--- src/rtl/serial_add_ctrl.sv ---
// Bit-serial adder: one full_adder cell shared across WIDTH clocks, LSB first,
// with valid/ready handshakes on the operand and result sides.

module full_adder (
  input  logic a,
  input  logic b,
  input  logic ci,
  output logic sum,
  output logic co
);
  assign sum = a ^ b ^ ci;
  assign co  = (a & b) | (ci & (a ^ b));
endmodule

module serial_add_ctrl #(
  parameter int unsigned WIDTH = 8
) (
  input  logic             clk,
  input  logic             rst_n,
  input  logic             start_valid,
  output logic             start_ready,
  input  logic [WIDTH-1:0] op_a,
  input  logic [WIDTH-1:0] op_b,
  input  logic             cin,
  output logic             res_valid,
  input  logic             res_ready,
  output logic [WIDTH-1:0] sum,
  output logic             cout,
  output logic             ovf,
  output logic             busy
);

  localparam int unsigned CW = (WIDTH > 1) ? $clog2(WIDTH) : 1;

  typedef enum logic [1:0] {
    IDLE = 2'd0,
    RUN  = 2'd1,
    DONE = 2'd2
  } state_t;

  state_t           state, state_nxt;
  logic [CW-1:0]    cnt, cnt_nxt;
  logic             carry, carry_nxt;
  logic [WIDTH-1:0] sh_a, sh_a_nxt;
  logic [WIDTH-1:0] sh_b, sh_b_nxt;
  logic [WIDTH-1:0] sum_nxt;
  logic             cout_nxt, ovf_nxt;
  logic             res_valid_nxt, busy_nxt, start_ready_nxt;
  logic             fa_sum, fa_co;

  full_adder u_fa (
    .a   (sh_a[0]),
    .b   (sh_b[0]),
    .ci  (carry),
    .sum (fa_sum),
    .co  (fa_co)
  );

  // State and datapath registers; start_ready stays low until the first edge after reset.
  always_ff @(posedge clk or negedge rst_n) begin
    if (!rst_n) begin
      state       <= IDLE;
      cnt         <= '0;
      carry       <= 1'b0;
      sh_a        <= '0;
      sh_b        <= '0;
      sum         <= '0;
      cout        <= 1'b0;
      ovf         <= 1'b0;
      res_valid   <= 1'b0;
      busy        <= 1'b0;
      start_ready <= 1'b0;
    end else begin
      state       <= state_nxt;
      cnt         <= cnt_nxt;
      carry       <= carry_nxt;
      sh_a        <= sh_a_nxt;
      sh_b        <= sh_b_nxt;
      sum         <= sum_nxt;
      cout        <= cout_nxt;
      ovf         <= ovf_nxt;
      res_valid   <= res_valid_nxt;
      busy        <= busy_nxt;
      start_ready <= start_ready_nxt;
    end
  end

  // Next-state and datapath sequencing.
  always_comb begin
    state_nxt = state;
    cnt_nxt   = cnt;
    carry_nxt = carry;
    sh_a_nxt  = sh_a;
    sh_b_nxt  = sh_b;
    sum_nxt   = sum;
    cout_nxt  = cout;
    ovf_nxt   = ovf;

    case (state)
      IDLE: begin
        if (start_valid && start_ready) begin
          sh_a_nxt  = op_a;
          sh_b_nxt  = op_b;
          carry_nxt = cin;
          cnt_nxt   = '0;
          state_nxt = RUN;
        end
      end
      RUN: begin
        sh_a_nxt  = sh_a >> 1;
        sh_b_nxt  = sh_b >> 1;
        sum_nxt   = {fa_sum, sum[WIDTH-1:1]};
        carry_nxt = fa_co;
        if (cnt == CW'(WIDTH - 1)) begin
          // Last bit: carry into the MSB is the carry flop, carry out is the cell's co.
          cout_nxt  = fa_co;
          ovf_nxt   = carry ^ fa_co;
          cnt_nxt   = '0;
          state_nxt = DONE;
        end else begin
          cnt_nxt = cnt + CW'(1);
        end
      end
      DONE: begin
        if (res_ready) state_nxt = IDLE;
      end
      default: state_nxt = IDLE;
    endcase

    start_ready_nxt = (state_nxt == IDLE);
    busy_nxt        = (state_nxt != IDLE);
    res_valid_nxt   = (state_nxt == DONE);
  end

endmodule

--- config.mk ---
export PLATFORM = sky130hd
export DESIGN_NAME = serial_add_ctrl
export DESIGN_NICKNAME = d
export VERILOG_FILES = /design/src/rtl/serial_add_ctrl.sv
export SDC_FILE = /design/constraint.sdc
export NUM_CORES = 1
export LEC_CHECK = 0
export ABC_AREA = 1
export BUFFER_PORTS_ARGS = -buffer_cell sky130_fd_sc_hd__buf_2
export CORE_MARGIN = 2
export CORE_UTILIZATION = 50
export CTS_CLUSTER_DIAMETER = 150
export DETAILED_ROUTE_END_ITERATION = 6
export GPL_TIMING_DRIVEN = 0
export HOLD_SLACK_MARGIN = 0.08
export PLACE_DENSITY = 0.74
export SLEW_MARGIN = 0
export SYNTH_ARGS = -nofsm -noshare
export SYNTH_HDL_FRONTEND = slang
export SYNTH_SLANG_ARGS = --single-unit
export TNS_END_PERCENT = 50
--- constraint.sdc ---
create_clock -name clk -period 1.7 [get_ports clk]
set_input_delay 0.17 -clock clk [delete_from_list [all_inputs] [get_ports clk]]
set_output_delay 0.17 -clock clk [all_outputs]
set_load 0.02 [all_outputs]
==> impl_metrics.env, run 1 <==
export IMPL_status="finished clean"
export IMPL_clk_latency_ps=340
export IMPL_setup_violations_final=0
export IMPL_rr_worst_depth=4
export IMPL_crit_family="adder cells"
export IMPL_worstHoldStart="op_a[7]"
export IMPL_cts_tree="done"
export IMPL_finalPower_mw=3.71
export IMPL_grt_pass1_vias=1277
export IMPL_dp_hpwl_mm=2.34
export IMPL_num_antenna_cells=0
export IMPL_critPathRequiredTime_ps=1940
export IMPL_cts_max_level=2
export IMPL_final_cells=288
export IMPL_cts_resized_gates=0
export IMPL_crit_top_cell="nand2_1"
export IMPL_synth_cell_types=15
export IMPL_overflow=0
export IMPL_cp_num_cells=4
export IMPL_yosysTopAreaCell="dfrtp_1"
export IMPL_syn_cell_area_um2=1630
export IMPL_synth_top_area_share_pct=53.8
export IMPL_clkTransAtPathRegs_ps=100
export IMPL_final_nets=267
export IMPL_core_um2=3080
export IMPL_stdcell_area_um2=1940
export IMPL_numCtsBuffers=5
export IMPL_synth_fp_nets=225
export IMPL_ios=34
export IMPL_path_max_fanout=3
export IMPL_grt_start_max_net_pins=36
export IMPL_drtIter0Drc=102
export IMPL_vias=1390
export IMPL_synth_area_top_cells="dfrtp_1 (54%), nand2_1 (21%), nand3_1 (12%)"
export IMPL_wirelength_mm=3.40
export IMPL_p_leak_nw=1.13
export IMPL_period_share_pct=77.9
export IMPL_port_buffers=33
export IMPL_die_h_um=61.1
export IMPL_rr_startpoint="carry$_DFFE_PN0P_"
export IMPL_crit_buf_inv=0
export IMPL_ir_worst_vdd_v=0.00106
export IMPL_r2r_slack_ps=380
export IMPL_hold_depth=3
export IMPL_gp_congestion=0.806
export IMPL_r2r_end="ovf$_DFFE_PN0P_"
export IMPL_end_kind="register"
export IMPL_die_w_um=61.1
export IMPL_clk_path_buf_depth=2
export IMPL_relSlewSlack_pct=49.5
export IMPL_timing_final_crit_period_ps=1320
export IMPL_place_area_um2=1850
export IMPL_grtUsageTotal_pct=21.3
export IMPL_worst_ep_arrival_time_ps=1570
export IMPL_startpoint_type="register"
export IMPL_cts_num_sinks=35
export IMPL_antenna_found_initial=0
export IMPL_skew_ps=4.96
export IMPL_slowest_stage="fa_1"
export IMPL_start_util_pct=52.9
export IMPL_p_per_area_nw_per_um2=1910
export IMPL_crit_chain="fa_1, xor2_1, nand2_1, nand2_1"
export IMPL_synth_seq_area_share_pct=53.8
export IMPL_fmax_ghz=0.756
export IMPL_floorplan_die_area_um2=3730
export IMPL_ys_warn_count=0
export IMPL_drc=0
export IMPL_num_fill_cells=286
export IMPL_drt_wirelength_per_cell_um=11.8
export IMPL_fp_row_count=20
export IMPL_max_stage_delay_ps=500
export IMPL_final_layout_size_suffix_gt1_share_pct=22.5
export IMPL_synth_seq_cells=35
export IMPL_syn_to_final_growth_pct=19.0
export IMPL_rsz0062_at_grt="false"
export IMPL_timing_worst_setup_path_type="register to register"
export IMPL_drv_cap=0
export IMPL_antenna_left=0
export IMPL_tns_ps=0
export IMPL_routed_via_density=4.83
export IMPL_tightestPinTransition_ps=758
export IMPL_cts_root_buf="clkbuf_4"
export IMPL_dr_pass1_iters=5
export IMPL_placed_cells=278
export IMPL_syn_instance_count=201
export IMPL_synth_avg_cell_area_um2=8.10
export IMPL_grt_pass1_wl_mm=5.58
export IMPL_worst_hold_path_type="input pin to register"
export IMPL_min_to="sh_a[7]$_DFFE_PN0P_"
export IMPL_hold_viol=0
export IMPL_finalMaxSlewViolations=0
[cells by family after synthesis]
group,Yosys count,synth area share (%)
and+or+nand+nor,135,34.2
buffers and inverters,19,6.07
adders and majority gates,3,2.76
xor gates and xnor gates,1,0.538
DFF,35,53.8
AOI/OAI and AO/OA,8,2.69
[where the power goes]
group	switching [mW]	leakage (nW)	internal, mW
registers	0.205	0.443	1.20
logic	1.13	0.648	0.653
clock network	0.274	0.0386	0.243
total	1.61	1.13	2.10
[worst min-delay path, delay by kind of cell]
kind	cells	cell delay (ps)
buffers and inverters	1	80
AND/OR/NAND/NOR	2	160
[routing by layer]
layer / track usage, % / share of wire (%) / vias to the layer above
li1: - / - / 720
met1: 27.5 / 47 / 635
met2: 33.7 / 47 / 31
met3: 7.14 / 4.7 / 4
met4: 7.45 / 1.3 / 0
met5: 0 / 0 / -
[Yosys cell counts (all sizes together)]
library cell  number
a21oi              1
buf               11
nand3             38
ha                 2
fa                 1
nor2               4
o21ai              7
inv                8
nand2             93
xor2               1
dfrtp             35
[worst max-delay path by stage]
stage / start / slack [ps] / endpoint
2_1_floorplan: carry$_DFFE_PN0P_ / 450 / ovf$_DFFE_PN0P_
3_3_place_gp: carry$_DFFE_PN0P_ / 390 / ovf$_DFFE_PN0P_
3_5_place_dp: carry$_DFFE_PN0P_ / 370 / ovf$_DFFE_PN0P_
4_1_cts: carry$_DFFE_PN0P_ / 360 / ovf$_DFFE_PN0P_
5_1_grt: carry$_DFFE_PN0P_ / 310 / ovf$_DFFE_PN0P_
6_report: carry$_DFFE_PN0P_ / 380 / ovf$_DFFE_PN0P_
[registers in the layout, summed over array words and instances (netlist names)]
register     count
res_valid        1
start_ready      1
busy             1
sh_b             8
cnt              3
sh_a             8
sum              8
carry            1
ovf              1
cout             1
state            2
[cell type report]
type / instances / area (um2) / share of cell area [%]
clock buffers: 8 / 68.8 / 3.55
plain buffers: 11 / 68.8 / 3.55
well taps: 44 / 55.1 / 2.84
flip-flops and latches: 35 / 876 / 45.2
repair buffers: 35 / 185 / 9.55
multi-input cells: 147 / 654 / 33.8
inverters: 8 / 30.0 / 1.55
[placed cells by master, fill, tap and decap left out]
master,count
inv_2,2
buf_4,3
clkbuf_8,2
dlygate4sd3_1,2
nand2_2,1
inv_1,6
clkbuf_1,1
fa_1,1
nor2_1,4
dfrtp_1,35
clkbuf_4,5
buf_6,1
buf_2,40
nand2_1,92
o21ai_0,7
a21oi_2,1
ha_1,2
nand3_1,38
xor2_1,1
[through the flow]
stage                     hold WS (ps)  setup WS, ps  utilization, %
after floorplan                   -126           454               -
after global placement             286           388            60.1
after detailed placement           288           366            60.1
after CTS                         93.3           358            63.0
after global routing              88.9           313            63.0
final                             92.0           377            63.0
[what timing repair did]
action,CTS,global route
hold endpoints to repair,36,0
endpoints found under the setup margin,0,0
buffers inserted,0,0
hold buffers,2,0
Power figures use the tool's default switching activity.
==> run 2: changes to the inputs <==
--- a/config.mk
+++ b/config.mk
@@ -5,7 +5,7 @@
 export SDC_FILE = /design/constraint.sdc
 export NUM_CORES = 1
 export LEC_CHECK = 0
-export ABC_AREA = 1
+export ABC_AREA = 0
 export BUFFER_PORTS_ARGS = -buffer_cell sky130_fd_sc_hd__buf_2
 export CORE_MARGIN = 2
 export CORE_UTILIZATION = 50
==> constraint.sdc (replaced) <==
create_clock -name clk -period 1.3 [get_ports clk]
set_input_delay 0.13 -clock clk [delete_from_list [all_inputs] [get_ports clk]]
set_output_delay 0.13 -clock clk [all_outputs]
set_load 0.02 [all_outputs]
==> run 2 against run 1 <==
  * Power increased by 28%
  * Via count down 13%
  * First-iteration DRC count fell by 13%
  * Highest routed layer unchanged
  * Final cell count fell by 24%
  * Sequential share of layout area up 1.6 points
  * Sequential power is 35% higher
  * Critical path depth unchanged
  * Synthesized cell count fell by 31%
  * Synthesized area is 5.0% lower
  * Final area decreased by 3.3%
  * Setup slack lost 350 ps
==> impl_metrics.env, run 2 <==
export IMPL_period_share_pct=98.3
export IMPL_max_stage_delay_ps=400
export IMPL_end_kind="register"
export IMPL_cts_num_sinks=35
export IMPL_comb_power_share_pct=48.3
export IMPL_num_fill_cells=269
export IMPL_critPathRequiredTime_ps=1520
export IMPL_p_clk_share_pct=11.6
export IMPL_whs_ps=89.4
export IMPL_routed_via_density=5.53
export IMPL_tightestPinTransition_ps=747
export IMPL_port_buffers=33
export IMPL_tns_ps=0
export IMPL_drv_cap=0
export IMPL_dr_pass1_iters=4
export IMPL_rsz0062_at_grt="true"
export IMPL_synth_cell_types=33
export IMPL_wirelength_mm=2.99
export IMPL_pwr_share_seq_pct=40.0
export IMPL_cts_tree="done"
export IMPL_ys_warn_count=0
export IMPL_cts_max_level=2
export IMPL_hold_viol=0
export IMPL_synth_fp_nets=163
export IMPL_numCtsBuffers=5
export IMPL_crit_family="flip-flops"
export IMPL_ios=34
export IMPL_final_common_cell="buf_2"
export IMPL_synth_avg_cell_area_um2=11.1
export IMPL_slowest_stage="dfrtp_1"
export IMPL_synth_main_ff_cell="dfrtp_1"
export IMPL_p_leak_nw=0.945
export IMPL_startpoint_type="register"
export IMPL_floorplan_die_area_um2=3560
export IMPL_num_antenna_cells=0
export IMPL_p_per_area_nw_per_um2=2530
export IMPL_path_max_fanout=5
export IMPL_worst_ep_arrival_time_ps=1500
export IMPL_top_regs="sh_a x8, sh_b x8, sum x8"
export IMPL_grtUsageTotal_pct=20.4
export IMPL_syn_cell_area_um2=1550
export IMPL_clkTransAtPathRegs_ps=100
export IMPL_yosys_area_share_simple_pct=15.2
export IMPL_grtUsageMet3_pct=7.21
export IMPL_timing_final_crit_period_ps=1280
export IMPL_cts_root_buf="clkbuf_4"
export IMPL_synth_commonest_cells="dfrtp_1 (35), nand2_1 (31), a2bb2oi_1 (13), o22ai_1 (13), buf_2 (5)"
export IMPL_drtIter0Drc=89
export IMPL_synth_seq_cells=35
export IMPL_p_sw_mw=1.83
export IMPL_ir_worst_vdd_v=0.00119
export IMPL_dp_hpwl_mm=2.14
export IMPL_timing_worst_setup_path_type="register to register"
export IMPL_groute_layer_met2_usage_pct=33.6
export IMPL_clk_latency_ps=340
export IMPL_syn_to_final_growth_pct=21.1
export IMPL_gp_congestion=0.740
export IMPL_synth_top_family_by_area="compound AO/OA/AOI/OAI gates"
export IMPL_finalMaxSlewViolations=0
export IMPL_die_w_um=59.6
export IMPL_antenna_found_initial=0
export IMPL_ff_latch_area_um2=877
export IMPL_synthAdderAreaFrac_pct=2.91
export IMPL_p_int_mw=2.92
export IMPL_swShare_pct=38.5
export IMPL_fp_row_count=20
export IMPL_grt_start_max_net_pins=36
export IMPL_top_usage_layer="met2"
export IMPL_synth_area_top_cells="dfrtp_1 (57%), nand2_1 (7.5%), a2bb2oi_1 (7.4%)"
export IMPL_fmax_ghz=0.783
export IMPL_antenna_left=0
export IMPL_final_nets=208
export IMPL_synth_most_common_cell="dfrtp_1"
export IMPL_clk_path_buf_depth=2
export IMPL_skew_ps=6.75
export IMPL_met1_usage_pct=25.1
export IMPL_synth_seq_area_share_pct=56.6
export IMPL_worst_hold_path_type="input pin to register"
export IMPL_die_h_um=59.6
export IMPL_mostFrequentLayoutCells="buf_2 (36), dfrtp_1 (34), nand2_1 (31)"
export IMPL_start_util_pct=51.5
export IMPL_drc=0
export IMPL_synth_mux_area_share_pct=0.970
export IMPL_final_layout_size_suffix_gt1_share_pct=34.1
export IMPL_async_reset_ff_share_pct=100
export IMPL_finalPower_mw=4.74
export IMPL_syn_instance_count=139
export IMPL_synth_edf_count=0
export IMPL_synth_top_area_share_pct=56.6
export IMPL_synth_compound_area_share_pct=19.2
export IMPL_vias=1206
export IMPL_yosysTopAreaCell="dfrtp_1"
export IMPL_crit_buf_inv=0
export IMPL_core_um2=3000
export IMPL_synth_xor_area_share_pct=0.566
export IMPL_status="finished clean"
export IMPL_grt_pass1_vias=1143
export IMPL_grt_pass1_wl_mm=5.17
export IMPL_overflow=0
export IMPL_drt_wirelength_per_cell_um=13.7
export IMPL_multi_input_area_um2=619
export IMPL_setup_violations_final=0
export IMPL_relSlewSlack_pct=50.2
export IMPL_crit_chain="ha_2, ha_4, nand3b_4, mux2_4"
==> run 2: cell count changes in the layout (fill, tap and decap cells not counted), moves of 3 or more <==
| cell | change |
|---|---|
| a2bb2oi_1 | +13 |
| o21ai_0 | -6 |
| nand2_1 | -61 |
| inv_1 | -3 |
| or2_2 | +4 |
| a21oi_1 | +3 |
| buf_2 | -4 |
| o22ai_1 | +13 |
| nand3_1 | -38 |
==> run 2: area by class of cell <==
class	instances	share of cell area, %
plain buffers	9	3.60
clock inverters	1	0.267
flip-flops and latches	35	46.8
repair buffers	38	11.1
clock buffers	7	2.40
inverters	3	0.601
multi-input cells	92	33.0
well taps	33	2.20
==> run 2: tightest hold or removal path, cell delays in order <==
cell,delay (ps)
buf_2,80
nor2_1,50
nand2_1,90
nand2_1,50
==> run 2: final timing paths <==
kind / startpoint / endpoint / slack [ps] / cells past startpoint
setup reg to reg: cnt[1]$_DFFE_PN0P_ / cout$_DFFE_PN0P_ / 20 / 4
min in group asynchronous: rst_n / cnt[2]$_DFFE_PN0P_ / 380 / 2
hold / removal: res_ready / res_valid$_DFF_PN0_ / 90 / 4
hold reg to reg: sum[0]$_DFFE_PN0P_ / sum[0]$_DFFE_PN0P_ / 480 / 2
setup / recovery: cnt[1]$_DFFE_PN0P_ / cout$_DFFE_PN0P_ / 20 / 4
max in group asynchronous: rst_n / state[0]$_DFF_PN0_ / 400 / 2
==> run 2: layer usage <==
metal	wire, um	vias up
met4	46	0
met1	1350	593
met3	134	5
met2	1460	26
li1	-	582
met5	0	-
==> run 2: stage by stage <==
step | std cells | cell area, um2 | utilization (%) | worst slack (ps)
after floorplan | 139 | 1550 | - | 36.1
after global routing | 218 | 1870 | 62.4 | -11.8
after detailed placement | 205 | 1760 | 58.5 | -24.2
after global placement | 205 | 1760 | 58.5 | -23.3
final | 218 | 1870 | 62.4 | 22.5
after CTS | 216 | 1850 | 61.6 | 5.40
==> run 2: power groups by stage <==
stage / Sequential, mW / Combinational (mW) / Clock, mW
finish: 1.90 / 2.29 / 0.552
global route: 1.95 / 2.56 / 0.631
CTS: 1.90 / 2.24 / 0.576
detailed placement: 1.91 / 2.19 / 0
global placement: 1.88 / 2.11 / 0
floorplan: 2.06 / 1.45 / 0
==> run 2: cells by family after synthesis <==
kind of cell / Yosys count
compound gates: 40
xor+xnor: 1
mux: 1
buf+inv: 12
fa+ha+maj: 3
simple gates: 47
flops: 35
==> run 2: what timing repair did <==
item	4_1_cts	5_1_grt
endpoints found under the hold margin	36	0
endpoints found under the setup margin	3	13
pin swaps	0	1
buffers inserted	1	2
hold buffers	2	0
resized for setup	3	4
==> run 3: changes to the inputs <==
--- a/config.mk
+++ b/config.mk
@@ -9,6 +9,7 @@
 export BUFFER_PORTS_ARGS = -buffer_cell sky130_fd_sc_hd__buf_2
 export CORE_MARGIN = 2
 export CORE_UTILIZATION = 50
+export CTS_BUF_LIST = sky130_fd_sc_hd__clkbuf_8
 export CTS_CLUSTER_DIAMETER = 150
 export DETAILED_ROUTE_END_ITERATION = 6
 export GPL_TIMING_DRIVEN = 0
==> run 3 against run 2 <==
  * First-iteration DRC count shrank 6.7%
  * Clock skew shrank 4.0 ps
  * Critical path type unchanged
  * Largest power group unchanged
  * Sequential power is essentially flat
  * Routed wire length grew 0.40%
  * Critical path depth is the same
  * Via count shrank 1.5%
  * Critical endpoint unchanged
==> impl_metrics.env, run 3 (synthesis results as in run 2) <==
export IMPL_status="finished clean"
export IMPL_cp_num_cells=4
export IMPL_port_buffers=33
export IMPL_clk_latency_ps=280
export IMPL_drc=0
export IMPL_routed_via_density=5.47
export IMPL_grtUsageTotal_pct=20.4
export IMPL_p_leak_nw=0.962
export IMPL_startpoint_type="register"
export IMPL_syn_to_final_growth_pct=22.5
export IMPL_placed_cells=205
export IMPL_worst_ep_arrival_time_ps=1440
export IMPL_hold_viol=0
export IMPL_startpoint="cnt[1]$_DFFE_PN0P_"
export IMPL_timing_final_crit_period_ps=1270
export IMPL_cts_num_sinks=35
export IMPL_antenna_found_initial=0
export IMPL_multi_input_area_um2=619
export IMPL_path_max_fanout=5
export IMPL_numCtsBuffers=5
export IMPL_dp_hpwl_mm=2.14
export IMPL_skew_ps=2.77
export IMPL_die_h_um=59.6
export IMPL_critPathRequiredTime_ps=1470
export IMPL_slowest_stage="dfrtp_1"
export IMPL_cts_root_buf="clkbuf_8"
export IMPL_num_fill_cells=262
export IMPL_clk_path_buf_depth=2
export IMPL_antenna_left=0
export IMPL_wirelength_mm=3.00
export IMPL_rr_startpoint="cnt[1]$_DFFE_PN0P_"
export IMPL_end_kind="register"
export IMPL_tightestPinTransition_ps=758
export IMPL_crit_family="flip-flops"
export IMPL_vias=1188
export IMPL_floorplan_die_area_um2=3560
export IMPL_relSlewSlack_pct=49.5
export IMPL_finalWorstSetupSlack_ps=33.3
export IMPL_mostFrequentLayoutCells="buf_2 (36), dfrtp_1 (34), nand2_1 (31)"
export IMPL_setup_violations_final=0
export IMPL_final_nets=207
export IMPL_overflow=0
export IMPL_core_um2=3000
export IMPL_whs_ps=109
export IMPL_clkTransAtPathRegs_ps=70
export IMPL_finalPower_mw=4.92
export IMPL_top_regs="sh_a x8, sh_b x8, sum x8"
export IMPL_final_common_cell="buf_2"
export IMPL_r2r_end="cout$_DFFE_PN0P_"
export IMPL_dr_pass1_iters=4
export IMPL_drtIter0Drc=83
export IMPL_crit_chain="ha_2, ha_4, nand3b_4, mux2_4"
export IMPL_num_antenna_cells=0
export IMPL_start_util_pct=51.5
export IMPL_fmax_ghz=0.789
export IMPL_rsz0062_at_grt="true"
export IMPL_ir_worst_vdd_v=0.00122
export IMPL_cts_tree="done"
export IMPL_crit_path_end="cout$_DFFE_PN0P_"
export IMPL_ff_latch_area_um2=877
export IMPL_cts_max_level=2
export IMPL_ios=34
export IMPL_period_share_pct=97.4
export IMPL_gp_congestion=0.740
export IMPL_die_w_um=59.6
export IMPL_drv_cap=0
export IMPL_crit_buf_inv=0
export IMPL_worst_hold_path_type="input pin to register"
export IMPL_p_per_area_nw_per_um2=2590
export IMPL_tns_ps=0
export IMPL_finalMaxSlewViolations=0
export IMPL_timing_worst_setup_path_type="register to register"
export IMPL_max_stage_delay_ps=390
export IMPL_place_area_um2=1760
export IMPL_grt_start_max_net_pins=36
export IMPL_grt_pass1_vias=1136
export IMPL_rr_worst_depth=4
export IMPL_stdcell_area_um2=1900
export IMPL_fp_row_count=20
export IMPL_pre_cts_ws_ps=-24.2
export IMPL_r2r_slack_ps=30
export IMPL_final_layout_size_suffix_gt1_share_pct=34.2
export IMPL_final_cells=217
export IMPL_fin_util_pct=63.1
export IMPL_grt_pass1_wl_mm=5.14
export IMPL_drt_wirelength_per_cell_um=13.8
[run 3: timing repair]
action                                  4_1_cts  5_1_grt
gates cloned                                  0        0
pin swaps                                     0        1
endpoints found under the setup margin        3       12
hold buffers                                  1        0
endpoints found under the hold margin        35        0
buffers inserted                              1        2
gates resized for setup                       3        4
[run 3: worst reg2reg max path: cells and delay by family (launching register included)]
kind | cells | cell delay (ps)
flip-flops | 1 | 390
adder cells (fa/ha/maj) | 2 | 370
multiplexers | 1 | 300
AND/OR/NAND/NOR | 1 | 100
[run 3: report_power, final]
group,switching (mW),internal (mW),total [mW],leakage [nW]
Clock,0.362,0.359,0.721,0.0505
Combinational,1.17,1.13,2.29,0.494
Sequential,0.322,1.58,1.90,0.417
Total,1.85,3.07,4.92,0.962
[run 3: worst min-delay path by stage]
stage / depth (start not counted) / to / start
after detailed placement: 1 / cnt[1]$_DFFE_PN0P_ / rst_n
after global placement: 1 / cnt[2]$_DFFE_PN0P_ / rst_n
final: 2 / sh_b[7]$_DFFE_PN0P_ / op_b[7]
after CTS: 2 / sh_b[7]$_DFFE_PN0P_ / op_b[7]
after floorplan: 0 / busy$_DFF_PN0_ / rst_n
after global routing: 2 / sh_b[7]$_DFFE_PN0P_ / op_b[7]
[run 3: cell type report]
cell class | instances | area share, %
inverter | 3 | 0.594
clock buffer | 5 | 3.63
clock inverter | 3 | 0.660
buffer | 9 | 3.56
timing repair buffer | 37 | 10.4
multi-input combinational | 92 | 32.7
tap | 33 | 2.18
sequential | 35 | 46.3
[run 3: layer usage]
metal | wire length (um) | part of all wire, % | vias to the layer above | GRT usage (%)
met3 | 153 | 5.1 | 5 | 7.86
li1 | - | - | 581 | -
met5 | 0 | 0 | - | 0
met1 | 1370 | 46 | 576 | 25.2
met2 | 1440 | 48 | 26 | 33.0
met4 | 47 | 1.6 | 0 | 6.67
